==> src/rtl/arrhythmia_feature_capture.sv <==
// ----------------------------------------------------------------------------
// arrhythmia_feature_capture
//  Front stage of the arrhythmia decision-tree classifier. It takes one patient
//  record as a byte stream of N_FEATURES features over a valid/ready handshake
//  and keeps only the five features the tree uses. Those five are presented as
//  a held vector with an out_valid/out_ready handshake. A record whose length
//  does not match N_FEATURES raises a one-cycle err_len pulse and is discarded.
//
//  Ports
//   clk, rst              clock (rising edge), synchronous active-high reset
//   in_valid/in_ready     input byte handshake
//   in_data, in_last      feature value, final-byte marker
//   out_valid/out_ready   captured-vector handshake
//   X13..X278             captured features, held while out_valid=1
//   err_len               one-cycle pulse on a record-length error
//   vec_count             number of emitted vectors, saturating
// ----------------------------------------------------------------------------
module arrhythmia_feature_capture #(
   parameter int unsigned N_FEATURES = 279,
   parameter int unsigned W          = 8,
   parameter int unsigned IDX_W      = 9,
   parameter int unsigned IDX_A      = 13,
   parameter int unsigned IDX_B      = 27,
   parameter int unsigned IDX_C      = 235,
   parameter int unsigned IDX_D      = 264,
   parameter int unsigned IDX_E      = 278
) (
   input  logic          clk,
   input  logic          rst,
   input  logic          in_valid,
   output logic          in_ready,
   input  logic [W-1:0]  in_data,
   input  logic          in_last,
   output logic          out_valid,
   input  logic          out_ready,
   output logic [W-1:0]  X13,
   output logic [W-1:0]  X27,
   output logic [W-1:0]  X235,
   output logic [W-1:0]  X264,
   output logic [W-1:0]  X278,
   output logic          err_len,
   output logic [15:0]   vec_count
);

   localparam int unsigned CNT_W = 16;
   localparam logic [IDX_W-1:0] IDX_LAST = IDX_W'(N_FEATURES - 1);

   typedef enum logic [1:0] {
      COLLECT = 2'd0,
      HOLD    = 2'd1,
      DROP    = 2'd2
   } state_t;

   state_t             state;
   state_t             state_next;
   logic [IDX_W-1:0]   idx;
   logic [IDX_W-1:0]   idx_next;
   logic               err_next;
   logic               cap_en;
   logic               cnt_inc;
   logic               accept;

   assign accept = in_valid && in_ready;

   // State, index, captured features, error pulse and emitted-vector counter
   always_ff @(posedge clk) begin
      if (rst) begin
         state     <= COLLECT;
         idx       <= '0;
         X13       <= '0;
         X27       <= '0;
         X235      <= '0;
         X264      <= '0;
         X278      <= '0;
         err_len   <= 1'b0;
         vec_count <= '0;
      end else begin
         state   <= state_next;
         idx     <= idx_next;
         err_len <= err_next;
         if (cap_en) begin
            if (idx == IDX_W'(IDX_A)) X13  <= in_data;
            if (idx == IDX_W'(IDX_B)) X27  <= in_data;
            if (idx == IDX_W'(IDX_C)) X235 <= in_data;
            if (idx == IDX_W'(IDX_D)) X264 <= in_data;
            if (idx == IDX_W'(IDX_E)) X278 <= in_data;
         end
         if (cnt_inc && (vec_count != {CNT_W{1'b1}}))
            vec_count <= vec_count + CNT_W'(1);
      end
   end

   // Next-state, index and error decisions
   always_comb begin
      state_next = state;
      idx_next   = idx;
      err_next   = 1'b0;
      cap_en     = 1'b0;
      cnt_inc    = 1'b0;
      case (state)
         COLLECT: begin
            if (accept) begin
               cap_en = 1'b1;
               if (idx != IDX_LAST) begin
                  if (in_last) begin
                     // record ended early: flag it and restart at index 0
                     err_next = 1'b1;
                     idx_next = '0;
                  end else begin
                     idx_next = idx + IDX_W'(1);
                  end
               end else begin
                  idx_next = '0;
                  if (in_last) begin
                     state_next = HOLD;
                  end else begin
                     // record too long: flush the remainder up to in_last
                     err_next   = 1'b1;
                     state_next = DROP;
                  end
               end
            end
         end
         HOLD: begin
            if (out_ready) begin
               cnt_inc    = 1'b1;
               state_next = COLLECT;
            end
         end
         DROP: begin
            if (accept && in_last) begin
               state_next = COLLECT;
               idx_next   = '0;
            end
         end
         default: begin
            state_next = COLLECT;
            idx_next   = '0;
         end
      endcase
   end

   // Handshake outputs decoded from the state register
   always_comb begin
      in_ready  = (state != HOLD);
      out_valid = (state == HOLD);
   end

endmodule

==> config.mk <==
export PLATFORM = sky130hd
export DESIGN_NAME = arrhythmia_feature_capture
export DESIGN_NICKNAME = d
export VERILOG_FILES = /design/src/rtl/arrhythmia_feature_capture.sv
export SDC_FILE = /design/constraint.sdc
export NUM_CORES = 1
export LEC_CHECK = 0
export CAP_MARGIN = 20
export CORE_MARGIN = 8
export CORE_UTILIZATION = 53
export CTS_CLUSTER_DIAMETER = 60
export DETAILED_ROUTE_END_ITERATION = 16
export PLACE_DENSITY = 0.84
export SLEW_MARGIN = 0
export SYNTH_ARGS = -nofsm -noshare
export SYNTH_HDL_FRONTEND = slang
export SYNTH_SLANG_ARGS = --single-unit
==> constraint.sdc <==
create_clock -name clk -period 3.2 [get_ports clk]
set_clock_uncertainty 0.15 [all_clocks]
set_input_delay 0.64 -clock clk [delete_from_list [all_inputs] [get_ports clk]]
set_output_delay 0.64 -clock clk [all_outputs]
set_load 0.005 [all_outputs]
==> results by group, run 1 <==
Status
  • Status: completed

Clock tree
  • Max H-tree Level: 3
  • Clk buf depth: 2
  • TritonCTS Buffers: 9
  • Cts repair resizes: 0
  • Clock Latency Late Sink: approximately 0.34 ns
  • Root Buffer: clkbuf_8
  • Clock slew at reported path FFs: 0.08 ns
  • Num Clock Sinks: 68
  • Postcts setup bufs: 0
  • Hold buffers post-CTS: 0
  • CTS tree: done

Worst setup path
  • Worst path required time: roughly 3.3 ns
  • CP Max Fanout: 8
  • Endpoint class of the critical path: flip-flop
  • WP data arrival: about 2.6 ns
  • Slowest CP cell: or4_1
  • Worst path cell trace: clkdlybuf4s50_1 > or3b_1 > or4_1 > mux2i_1 > nor2_1
  • CP bufs+invs: 1
  • R2r setup slk: ~0.85 ns
  • Largest delay contributor family on the critical path: simple AND/OR/NAND/NOR gates
  • CP startpoint kind: input port
  • Largest stage delay on the critical path: roughly 0.75 ns
  • WS Path Type: input port to flip-flop

Synth
  • Synth Flop Type: dfxtp_1
  • Sequential cell area fraction in the yosys report: 0.450
  • Post-synth top area cell: dfxtp_1
  • Yosys top cell area share: 0.450
  • Most frequent cell after synthesis: dfxtp_1
  • Async SR Flop Fraction: 0
  • Cells after Synth: about 320
  • Mapped Area: 0.00303 sq mm
  • Syn Area/Cell: 9.52 sq um
  • Yosys Warn Count: 0
  • Net Count, Synth: approximately 340
  • Post-synth EDFFs: 0
  • Synth area leaders: dfxtp_1, mux2i_1, nor2_1, a21oi_1, nor4_4
  • Synth cell count leaders: dfxtp_1, nor2_1, mux2i_1, a21oi_1, or3_1
  • Seq cells post-synth: between 60 and 70
  • Distinct cells, synth: 46

Drt
  • Met2 Routed Length: 3390 microns
  • Pre-Repair DR Iteration Count: 5
  • Total Routed Length: roughly 7500 microns
  • Via/cell ratio: between 5 and 6
  • Met3 wire length: approximately 800 microns
  • Metal1 wirelength: ~3200 microns
  • Remaining DRCs: 0
  • Wire per inst: ~16 microns
  • Vias: 2663
  • ANT nets after route: 0
  • Highest metal used: met4
  • DR iter-0 viols: ~170

Global route
  • Number of global-route vias before repair: 2565
  • First-pass GRT wire length: 12300 microns
  • Initial antenna violation count: 0
  • Congestion Overflow GR: 0
  • Largest net degree at the start of global routing: 41
  • GRT Resource Usage Total: 0.179

Placement
  • DP Area: 0.00380 sq mm
  • Placed cell count: between 400 and 500
  • GPL Wtd Cong: 0.846
  • I/O Buffers: 71
  • Detailed placer's ending HPWL: ~5400 microns

Finish
  • N_diodes: 0
  • Layout cells sized above 1: 0.0808
  • Non-filler cells, final: 468
  • Finished Core Util: 0.728
  • Finished Cell Area: 0.00401 sq mm
  • Area grow syn2layout: 32.4%
  • Nets: slightly above 400

Flow run
  • Max Cap Violations: 0

STA
  • Fin crit share: 0.801
  • Final setup viols: 0
  • RSZ-0062 raised after global routing: false
  • Worst-Margin Slew: 0.868 ns
  • Final min period: ~2.6 ns
  • Max Fclk: about 400 MHz
  • Fin. Hold Viols: 0
  • Slew margin rel.: 0.421
  • Setup TNS: 0 ns
  • Pins Over Slew Limit: 0

Floorplan
  • Number of I/O pins: 72
  • Core ar.: around 0.0055 sq mm
  • Initial Util: 0.550
  • Placement Rows: 27
  • Die X: just over 90 microns
  • Die area: 0.00839 sq mm
  • Chip Height: ~92 microns

Pwr
  • Pwr dens: between 400 and 500 mW/mm^2
  • Maximum vdd ir drop: roughly 300 uV
  • Lkg Pwr: 1.34 nW

Worst hold path
  • HP Class: flip-flop to flip-flop
-- path summary, 6_finish.rpt --
path / start / depth (start not counted) / end
worst max-delay path: in_valid / 5 / X27[2]$_SDFFE_PP0P_
worst min-delay path: idx[7]$_SDFFE_PP0P_ / 2 / idx[7]$_SDFFE_PP0P_
worst max register to register: idx[5]$_SDFFE_PP0P_ / 4 / X27[2]$_SDFFE_PP0P_
worst min register to register: idx[7]$_SDFFE_PP0P_ / 2 / idx[7]$_SDFFE_PP0P_
-- cells by family after synthesis --
| kind of cell | synth area share |
|---|---|
| and+or+nand+nor | 0.248 |
| DFF | 0.450 |
| xor gates and xnor gates | 0.00579 |
| AOI/OAI and AO/OA | 0.0913 |
| muxes | 0.146 |
| adders and majority gates | 0.0207 |
| buffers and inverters | 0.0380 |
-- worst reg2reg max path, delay by kind of cell, from the launching register on --
family           cells  cell delay (ns)
AND/OR/NAND/NOR      3             1.46
flip-flops           1             0.36
multiplexers         1             0.26
-- state kept, by name, summed over array words and instances (netlist names) --
register / count
state: 2
X13: 8
idx: 9
vec_count: 16
err_len: 1
X264: 8
X235: 8
X278: 8
X27: 8
-- metrics by stage --
stage               power (W)  worst slack [ns]  hold WS, ns
finish                0.00163             0.636        0.340
global route          0.00168             0.563        0.365
CTS                   0.00165             0.631        0.337
detailed placement   0.000929             0.301        0.327
global placement     0.000928             0.341        0.315
floorplan            0.000900             0.957        0.304
-- routing by layer --
metal | GRT usage | vias to the layer above
met2 | 0.282 | 92
met3 | 0.0823 | 9
met1 | 0.205 | 1264
met5 | 0 | -
met4 | 0.0737 | 0
li1 | - | 1298
-- where the power goes --
part           internal (W)  switching (W)
Clock              0.000386       0.000338
Sequential         0.000848     0.00000305
Combinational     0.0000237      0.0000352
-- cell usage in the layout, fill, tap and decap left out, types with 2 or more instances in the layout --
cell / synthesis / routed
or4_1: 4 / 4
nor2b_1: 4 / 4
nand3_1: 10 / 10
dfxtp_1: 68 / 68
clkdlybuf4s50_1: 0 / 70
clkbuf_8: 0 / 10
xnor2_1: 2 / 2
ha_1: 5 / 5
nor3_1: 8 / 8
or3_1: 12 / 12
inv_1: 8 / 8
mux2i_1: 42 / 42
and4_1: 3 / 3
buf_4: 0 / 8
nor2_1: 48 / 48
nand4b_1: 4 / 4
nand4_1: 8 / 8
nand2_1: 8 / 8
o41ai_1: 2 / 2
nand2b_1: 3 / 3
a211oi_1: 2 / 2
nand3b_1: 2 / 2
nor4_1: 3 / 3
nor4_4: 4 / 4
clkinvlp_4: 0 / 2
a21oi_1: 17 / 17
clkinv_4: 0 / 2
o21ai_0: 11 / 11
o31ai_1: 4 / 4
-- area by class of cell --
cell class / count / area, sq um
clock buffer: 10 / 138
clock inverter: 6 / 71.3
fill: 418 / 1500
inverter: 8 / 30.0
multi-input combinational: 225 / 1550
sequential: 68 / 1360
tap: 72 / 90.1
timing repair buffer: 79 / 766
Note: power is estimated with default switching activity, not from simulation.
==> inputs of run 2 (changes only) <==
--- a/config.mk
+++ b/config.mk
@@ -7,10 +7,10 @@
 export LEC_CHECK = 0
 export CAP_MARGIN = 20
 export CORE_MARGIN = 8
-export CORE_UTILIZATION = 53
+export CORE_UTILIZATION = 49
 export CTS_CLUSTER_DIAMETER = 60
 export DETAILED_ROUTE_END_ITERATION = 16
-export PLACE_DENSITY = 0.84
+export PLACE_DENSITY = 0.79
 export SLEW_MARGIN = 0
 export SYNTH_ARGS = -nofsm -noshare
 export SYNTH_HDL_FRONTEND = slang
==> constraint.sdc (replaced) <==
create_clock -name clk -period 2.65 [get_ports clk]
set_clock_uncertainty 0.15 [all_clocks]
set_input_delay 0.53 -clock clk [delete_from_list [all_inputs] [get_ports clk]]
set_output_delay 0.53 -clock clk [all_outputs]
set_load 0.005 [all_outputs]
==> run 2 against run 1 <==
- setup slack got worse by 0.28 ns
- critical path type unchanged
- sequential cell count did not move
- largest cell class unchanged
- final area rose by 2.6%
==> results by group, run 2 (same netlist as run 1, synthesis figures left out) <==
Drt
  • Met2 Routed Length: 3660 microns
  • Remaining DRCs: 0
  • DR iter-0 viols: between 150 and 200
  • Total Routed Length: around 8000 microns
  • Wire per inst: about 17 microns
  • Metal1 wirelength: around 3500 microns
  • Met3 wire length: 941 microns
  • Pre-Repair DR Iteration Count: 4
  • Vias: around 2700
  • Highest metal used: met4
  • Via/cell ratio: about 5.7
  • ANT nets after route: 0

Finish
  • Commonest non-fill, non-tap cell in the layout: clkdlybuf4s50_1
  • Max reg flops: 16
  • N_diodes: 0
  • Nets: 414
  • Finished Cell Area: slightly above 0.004 sq mm
  • Fillers: around 480
  • Layout cells sized above 1: 0.0923
  • Area grow syn2layout: 35.8%
  • Largest registers: vec_count x16, idx x9
  • Largest reg by FF count: vec_count
  • Non-filler cells, final: 476
  • Most frequent cells in the layout: clkdlybuf4s50_1, dfxtp_1, nor2_1, mux2i_1, a21oi_1

Worst setup path
  • CP startpoint kind: input port
  • Worst path required time: roughly 2.7 ns
  • CP Max Fanout: 8
  • Endpoint class of the critical path: flip-flop
  • WS Path Type: input port to flip-flop
  • WP data arrival: ~2.4 ns

Floorplan
  • Die X: 94.6 microns
  • Die area: between 0.008 and 0.009 sq mm
  • Core ar.: roughly 0.0060 sq mm
  • Number of I/O pins: 72
  • Placement Rows: 28
  • Initial Util: 0.508
  • Chip Height: 94.6 microns

Clock tree
  • Clock Latency Late Sink: roughly 0.35 ns
  • Cts repair resizes: 0
  • Postcts setup bufs: 0
  • Num Clock Sinks: slightly below 70
  • Max H-tree Level: 3
  • Root Buffer: clkbuf_8
  • Hold buffers post-CTS: 0
  • Clk buf depth: 2
  • Clock slew at reported path FFs: roughly 0.08 ns
  • TritonCTS Buffers: 9
  • CTS tree: done

STA
  • Setup ws final: ~0.36 ns
  • Worst-Margin Slew: about 0.60 ns
  • Setup TNS: 0 ns
  • RSZ-0062 raised after global routing: false
  • Final min period: 2.29 ns
  • Final setup viols: 0
  • Fin crit share: 0.864
  • Pins Over Slew Limit: 0
  • Max Fclk: around 440 MHz
  • Slew margin rel.: 0.599
  • Fin. Hold Viols: 0

Placement
  • Detailed placer's ending HPWL: 5650 microns
  • Placed cell count: 460
  • Post-Place Worst Slack: 0.0330 ns
  • I/O Buffers: 71
  • GPL Wtd Cong: 0.841
  • DP Area: 0.00389 sq mm

Global route
  • Congestion Overflow GR: 0
  • Initial antenna violation count: 0
  • Number of global-route vias before repair: 2648
  • Largest net degree at the start of global routing: 34
  • GRT Resource Usage Total: 0.189
  • First-pass GRT wire length: 13400 microns

Status
  • Status: completed

Pwr
  • Pwr dens: roughly 500 mW/mm^2
  • Maximum vdd ir drop: 484 uV
  • Lkg Pwr: roughly 1.4 nW

Flow run
  • Max Cap Violations: 0

Worst hold path
  • HP Class: flip-flop to flip-flop
-- run 2: cell type report --
| type | instances | area, sq um | area share |
|---|---|---|---|
| multi-input combinational | 225 | 1550 | 0.377 |
| sequential | 68 | 1360 | 0.331 |
| timing repair buffer | 84 | 853 | 0.207 |
| clock buffer | 9 | 124 | 0.0301 |
| clock inverter | 7 | 98.8 | 0.0240 |
| tap | 75 | 93.8 | 0.0228 |
| inverter | 8 | 30.0 | 0.00730 |
-- run 2: critical path, cell delays in order --
cell	delay [ns]
clkdlybuf4s50_1	0.49
or3b_1	0.38
or4_1	0.50
buf_4	0.22
mux2i_1	0.18
nor2_1	0.06
-- run 2: final timing paths --
check / startpoint / end / slack, ns / cells after the start
hold reg to reg: X264[6]$_SDFFE_PP0P_ / X264[6]$_SDFFE_PP0P_ / 0.35 / 2
setup / recovery: in_valid / X27[6]$_SDFFE_PP0P_ / 0.36 / 6
hold / removal: X264[6]$_SDFFE_PP0P_ / X264[6]$_SDFFE_PP0P_ / 0.35 / 2
setup reg to reg: idx[5]$_SDFFE_PP0P_ / X27[6]$_SDFFE_PP0P_ / 0.42 / 5
-- run 2: power breakdown --
part	internal [W]	switching, W
registers	0.00102	0.00000403
logic	0.0000320	0.0000451
clock network	0.000534	0.000422
-- run 2: metal layers --
| metal | GRT usage | vias to the layer above |
|---|---|---|
| met2 | 0.298 | 103 |
| li1 | - | 1312 |
| met1 | 0.221 | 1282 |
| met4 | 0.0572 | 0 |
| met5 | 0 | - |
| met3 | 0.0905 | 8 |
-- run 2: per-stage QoR --
stage | hold WS (ns) | util | power (W)
CTS | 0.357 | 0.691 | 0.00207
global route | 0.374 | 0.691 | 0.00213
finish | 0.353 | 0.691 | 0.00206
detailed placement | 0.333 | 0.653 | 0.00113
floorplan | 0.304 | - | 0.00109
global placement | 0.323 | 0.653 | 0.00112
==> inputs of run 3 (changes only) <==
--- a/config.mk
+++ b/config.mk
@@ -5,11 +5,11 @@
 export SDC_FILE = /design/constraint.sdc
 export NUM_CORES = 1
 export LEC_CHECK = 0
-export CAP_MARGIN = 20
 export CORE_MARGIN = 8
 export CORE_UTILIZATION = 49
 export CTS_CLUSTER_DIAMETER = 60
 export DETAILED_ROUTE_END_ITERATION = 16
+export GPL_ROUTABILITY_DRIVEN = 1
 export PLACE_DENSITY = 0.79
 export SLEW_MARGIN = 0
 export SYNTH_ARGS = -nofsm -noshare
==> results of run 3 <==
Same layout as run 2: the final DEF is identical, and so are final timing and power.
